### src/rtl/onehot_scan_decoder_pkg.sv
// Shared types and constants for the one-hot scan decoder.
//   state_e     : operating state of the decoder (off, direct decode, auto scan)
//   MODE_DIRECT : value of the mode input selecting direct decode
//   MODE_SCAN   : value of the mode input selecting auto scan
package onehot_scan_decoder_pkg;

  typedef enum logic [1:0] {
    StOff    = 2'd0,
    StDirect = 2'd1,
    StScan   = 2'd2
  } state_e;

  localparam logic MODE_DIRECT = 1'b0;
  localparam logic MODE_SCAN   = 1'b1;

endpackage

### src/rtl/onehot_scan_decoder_if.sv
// Control/status bundle of the one-hot scan decoder.
//   en      : block enable, 0 forces all outputs inactive
//   mode    : MODE_DIRECT or MODE_SCAN
//   load    : single-cycle strobe capturing sel into the index register
//   sel     : binary channel select
//   dwell   : cycles-minus-one each channel stays active while scanning
//   dout    : one-hot channel outputs
//   cur_sel : current index register
//   wrap    : one-cycle pulse when the scan rolls over from the last channel to 0
// master drives the controls (control logic / testbench); slave is the decoder.
interface onehot_scan_decoder_if #(
  parameter int unsigned SEL_W   = 3,
  parameter int unsigned DWELL_W = 8
);

  logic                    en;
  logic                    mode;
  logic                    load;
  logic [SEL_W-1:0]        sel;
  logic [DWELL_W-1:0]      dwell;
  logic [(1<<SEL_W)-1:0]   dout;
  logic [SEL_W-1:0]        cur_sel;
  logic                    wrap;

  modport master (
    output en, mode, load, sel, dwell,
    input  dout, cur_sel, wrap
  );

  modport slave (
    input  en, mode, load, sel, dwell,
    output dout, cur_sel, wrap
  );

endinterface

### src/rtl/onehot_scan_decoder_onehot_dec.sv
// Purely combinational SEL_W-to-2**SEL_W one-hot decoder with enable.
//   sel  : binary select, MSB = sel[SEL_W-1]
//   en   : 0 forces every output low
//   dout : dout[k] = en && (sel == k)
module onehot_dec #(
  parameter int unsigned SEL_W = 3
) (
  input  logic [SEL_W-1:0]      sel,
  input  logic                  en,
  output logic [(1<<SEL_W)-1:0] dout
);

  localparam int unsigned N_OUT = 1 << SEL_W;

  always_comb begin
    dout = '0;
    for (int unsigned k = 0; k < N_OUT; k++) begin
      if (en && (sel == SEL_W'(k))) begin
        dout[k] = 1'b1;
      end
    end
  end

endmodule

### src/rtl/onehot_scan_decoder.sv
// Registered one-hot decoder with direct-decode and auto-scan modes.
//   clk : system clock, all state updates on the rising edge
//   rst : synchronous active-high reset, priority over every other input
//   bus : onehot_scan_decoder_if slave (en, mode, load, sel, dwell in;
//         dout, cur_sel, wrap out)
// The state register, index, dwell counter and wrap flag live here; dout is
// decoded from registers only, so inputs reach the outputs one cycle later.
module onehot_scan_decoder
  import onehot_scan_decoder_pkg::*;
#(
  parameter int unsigned SEL_W   = 3,
  parameter int unsigned DWELL_W = 8
) (
  input  logic                  clk,
  input  logic                  rst,
  onehot_scan_decoder_if.slave  bus
);

  localparam int unsigned N_OUT = 1 << SEL_W;

  state_e             state_q, state_d;
  logic [SEL_W-1:0]   idx_q, idx_d;
  logic [DWELL_W-1:0] cnt_q, cnt_d;
  logic               wrap_q, wrap_d;
  logic [N_OUT-1:0]   dout_dec;

  // Next state is a pure function of the current en/mode inputs.
  always_comb begin
    state_d = StOff;
    if (bus.en) begin
      state_d = (bus.mode == MODE_SCAN) ? StScan : StDirect;
    end
  end

  // Index / dwell counter / wrap update, keyed on the state being entered.
  // The counter defaults to 0 so that OFF, DIRECT and any entry into SCAN
  // start the dwell from scratch; only a continuing scan counts.
  always_comb begin
    idx_d  = idx_q;
    cnt_d  = '0;
    wrap_d = 1'b0;
    unique case (state_d)
      StOff: begin
        // load ignored, index held
      end
      StDirect: begin
        if (bus.load) begin
          idx_d = bus.sel;
        end
      end
      StScan: begin
        if (bus.load) begin
          idx_d = bus.sel;
        end else if (state_q != StScan) begin
          // Entry cycle: keep the index, dwell starts at 0.
        end else if (cnt_q >= bus.dwell) begin
          // ">=" lets a live shrink of dwell below cnt advance immediately.
          idx_d  = idx_q + SEL_W'(1);
          wrap_d = &idx_q;
        end else begin
          cnt_d = cnt_q + DWELL_W'(1);
        end
      end
      default: begin
        idx_d = idx_q;
      end
    endcase
  end

  always_ff @(posedge clk) begin
    if (rst) begin
      state_q <= StOff;
      idx_q   <= '0;
      cnt_q   <= '0;
      wrap_q  <= 1'b0;
    end else begin
      state_q <= state_d;
      idx_q   <= idx_d;
      cnt_q   <= cnt_d;
      wrap_q  <= wrap_d;
    end
  end

  onehot_dec #(
    .SEL_W(SEL_W)
  ) u_onehot_dec (
    .sel  (idx_q),
    .en   (state_q != StOff),
    .dout (dout_dec)
  );

  assign bus.dout    = dout_dec;
  assign bus.cur_sel = idx_q;
  assign bus.wrap    = wrap_q;

endmodule

### src/flat_wrapper.sv
// flat-port wrapper written by rule: the top's interface ports become plain ports
module onehot_scan_decoder_flat import onehot_scan_decoder_pkg::*;
#(
  parameter int unsigned SEL_W   = 3,
  parameter int unsigned DWELL_W = 8
)
  (clk, rst, bus_en, bus_mode, bus_load, bus_sel, bus_dwell, bus_dout, bus_cur_sel, bus_wrap);
  onehot_scan_decoder_if #(.SEL_W(SEL_W), .DWELL_W(DWELL_W)) bus_i ();
  input  logic clk;
  input  logic rst;
  input wire logic [$bits(bus_i.en)-1:0] bus_en;
  input wire logic [$bits(bus_i.mode)-1:0] bus_mode;
  input wire logic [$bits(bus_i.load)-1:0] bus_load;
  input wire logic [$bits(bus_i.sel)-1:0] bus_sel;
  input wire logic [$bits(bus_i.dwell)-1:0] bus_dwell;
  output wire logic [$bits(bus_i.dout)-1:0] bus_dout;
  output wire logic [$bits(bus_i.cur_sel)-1:0] bus_cur_sel;
  output wire logic [$bits(bus_i.wrap)-1:0] bus_wrap;
  assign bus_i.en = bus_en;
  assign bus_i.mode = bus_mode;
  assign bus_i.load = bus_load;
  assign bus_i.sel = bus_sel;
  assign bus_i.dwell = bus_dwell;
  assign bus_dout = bus_i.dout;
  assign bus_cur_sel = bus_i.cur_sel;
  assign bus_wrap = bus_i.wrap;
  onehot_scan_decoder #(.SEL_W(SEL_W), .DWELL_W(DWELL_W)) u_core (.clk(clk), .rst(rst), .bus(bus_i));
endmodule
### config.mk
export PLATFORM = sky130hd
export DESIGN_NAME = onehot_scan_decoder_flat
export DESIGN_NICKNAME = d
export VERILOG_FILES = /design/src/rtl/onehot_scan_decoder_pkg.sv /design/src/rtl/onehot_scan_decoder_if.sv /design/src/rtl/onehot_scan_decoder_onehot_dec.sv /design/src/rtl/onehot_scan_decoder.sv /design/src/flat_wrapper.sv
export SDC_FILE = /design/constraint.sdc
export NUM_CORES = 1
export LEC_CHECK = 0
export ABC_AREA = 1
export CAP_MARGIN = 20
export CELL_PAD_IN_SITES_DETAIL_PLACEMENT = 1
export CELL_PAD_IN_SITES_GLOBAL_PLACEMENT = 1
export CORE_MARGIN = 2
export CORE_UTILIZATION = 29
export CTS_CLUSTER_DIAMETER = 100
export CTS_CLUSTER_SIZE = 10
export DETAILED_ROUTE_END_ITERATION = 10
export PLACE_DENSITY_LB_ADDON = 0.05
export RECOVER_POWER = 25
export SYNTH_ARGS = -nofsm -noshare
export SYNTH_HDL_FRONTEND = slang
export SYNTH_SLANG_ARGS = --single-unit
### constraint.sdc
create_clock -name clk -period 1.7 [get_ports clk]
set_clock_uncertainty 0.2 [all_clocks]
set_input_delay 0.51 -clock clk [delete_from_list [all_inputs] [get_ports clk]]
set_output_delay 0.51 -clock clk [all_outputs]
set_load 0.01 [all_outputs]
==> reports/summary.txt <==
Endpoints failing setup: 9
CP Class: flip-flop to primary output
Unrepaired setup endpoints after global routing: true
Total track usage: 0.1896
Cell taking the most area after synthesis: dfxtp_1
Routed WL per cell: 14.22 um
Die Span Y: 61.75 um
Maximum number of pins on one net before global-route repair: 9
Detail Placement HPWL: 2176 um
Leak: 0.8417 nW
CP Capture Type: primary output
Synth area leaders: dfxtp_1, ha_1, inv_1, nand2_1, nor2_1
Top-count cell post-synth: inv_1
First-pass GRT wire length: 5043 um
Initial antenna violation count: 0
CP required: 990 ps
Fin. Hold Viols: 0
Most instantiated cells after synthesis: inv_1, nand2_1, nor2_1
Final net count: 226
DIE WIDTH: 61.75 um
Reg2reg setup slack: -20 ps
CTS Hold Bufs: 0
DP Cell Count: 227
Non-filler cells, final: 238
Post-synth EDFFs: 0
Row cnt: 20
Cells after synthesis: 140
Rel. slew slack: 0.7587
Int Pwr: 0.5738 mW
Number of global-route vias before repair: 1108
# diodes: 0
Setup TNS: -1945 ps
Sw Ratio: 0.3006
Clock share of power: 0.300
Core area: 3103 um2
DRT antenna net count: 0
Power share of the combinational group: 0.277
Synth cell types: 19
Clock Path Buffers: 2
Clock Latency Late Sink: 290 ps
FMAX: 0.5009 GHz
Ys async rst share: 0
Port bufs: 27
Multi-input logic area: 937.1 um2
Clock sink total: 14
Number of vias per cell: 4.639
Starting DRT DRC Count: 15
Cell Area, Synth: 967.2 um2
# DRC: 0
Tightest Pin Transition: 359.4 ps
Psw: 0.2466 mW
Die area: 3813 um2
Synth top area share: 0.2898
Worst Hold Class: input port to flip-flop
Slew Limit Fails: 0
Yosys warns: 0
Period Utilization, post-route: 1.174
GP Congestion: 0.8931
Final min period: 1996 ps
Max Cap Viol: 0
CTS buffer count: 3
Starting density of the core: 0.3117
I/O pin total: 28
Sequential share of the synthesized area: 0.2898
Power Dens Cells: 444.5 nW/um2
Final setup margin: -296.5 ps
Failing checks: setup timing
Reg power frac: 0.423
Synth Register Bits: 14
Filler instances: 386
DRT Wirelength: 3385 um
Flip-flop and latch area: 301.5 um2
Post-Synthesis Net Count: 171
Max FO, Critical Path: 4
Post-synth top flop: dfxtp_1
TritonRoute pass-1 iters: 4
Grt total ovfl: 0
Max VDD drop: 0.2787 mV
Startpoint types: flip-flop
Status: finished with violations
Vias: 1104
Avg Cell Area, Syn: 6.908 um2
Root buf cell: clkbuf_4
Arrival time of the worst setup path: 1290 ps
Syn-to-layout area delta: 90.81%
CTS tree: done
Clock transition at path regs: 90 ps
Layout cells sized above 1: 0.6443
Htree depth: 1
-- logic make-up (layout without fill, tap and decap cells) --
logic type / count (synthesis) / after routing / synth area share
simple gates: 65 / 65 / 0.2975
fa+ha+maj: 15 / 15 / 0.1940
compound gates: 9 / 9 / 0.04915
buf+inv: 32 / 86 / 0.1242
flops: 14 / 14 / 0.2898
xor+xnor: 5 / 5 / 0.04528
-- registers in the layout, summed over array words and instances (netlist names) --
register	count
u_core.cnt_q	8
u_core.bus.cur_sel	3
u_core.state_q	2
u_core.bus.wrap	1
-- worst max-delay path, cell delays in order (launching register included) --
cell and delay [ps]:
dfxtp_4 410, ha_4 180, ha_4 130, inv_2 30, nor2_1 100, buf_2 140
-- area by class of cell --
type                            instances  share of cell area
Multi-Input combinational cell         94              0.5078
Inverter                               32             0.06983
Timing Repair Buffer                   50              0.2095
Sequential cell                        14              0.1634
Clock buffer                            4             0.01966
Tap cell                               44             0.02983
-- repair_timing --
action,in CTS,in global routing
setup endpoints to repair,24,21
hold endpoints to repair,0,0
resized for setup,120,48
buffers inserted,6,2
pin swaps,39,21
-- metrics by stage --
| stage | util | setup slack, ps | power, mW | hold WS, ps | cell area (um2) |
|---|---|---|---|---|---|
| global placement | 0.4815 | -615.3 | 0.5132 | 324.8 | 1494 |
| global route | 0.5948 | -336.7 | 0.8678 | 332.7 | 1846 |
| CTS | 0.5427 | -246.1 | 0.7967 | 331.8 | 1684 |
| detailed placement | 0.4815 | -680.7 | 0.5224 | 319.3 | 1494 |
| floorplan | - | 3.160 | 0.4244 | 229.7 | 1049 |
| finish | 0.5948 | -296.5 | 0.8204 | 328.6 | 1846 |
-- cells in the final DEF (no fill, tap or decap), types with 2 or more instances in the layout --
cell type        count
nor2_1               9
inv_4                2
nor2_2               4
dfxtp_4              4
xor2_1               4
nand2_4              5
buf_4               21
nand4_1              2
buf_2               11
nor2_4              10
dlygate4sd2_1        3
dfxtp_1              5
clkbuf_4             3
a21oi_2              2
ha_4                13
nand3_1              2
inv_2               15
nand3_2              3
buf_6                4
nor3_2               6
clkdlybuf4s50_1      4
nand2_2              6
nand2_1             14
dfxtp_2              5
a21oi_4              2
inv_1               14
clkbuf_2             4
o21ai_0              2
nor3_1               3
-- final timing paths --
path,from,cells after the start,end
setup / recovery,u_core.bus.cur_sel[0],5,bus_dout[3]
hold / removal,bus_mode,2,u_core.state_q[0]
setup reg to reg,u_core.cnt_q[1],10,u_core.bus.cur_sel[0]
hold reg to reg,u_core.cnt_q[0],2,u_core.cnt_q[0]
-- metal layers --
layer | global-route usage | up-vias | part of all wire
li1 | - | 537 | -
met2 | 0.3684 | 23 | 0.57
met3 | 0.03727 | 4 | 0.033
met5 | 0 | - | 0
met1 | 0.2015 | 540 | 0.39
met4 | 0.06383 | 0 | 0.0086
-- power by group through the flow --
stage	combinational, mW	sequential [mW]	clock, mW
final	0.227	0.347	0.246
after global routing	0.247	0.349	0.272
after global placement	0.163	0.350	0
after CTS	0.196	0.347	0.254
after detailed placement	0.172	0.351	0
after floorplan	0.0714	0.353	0
Note: power is estimated with default switching activity, not from simulation.
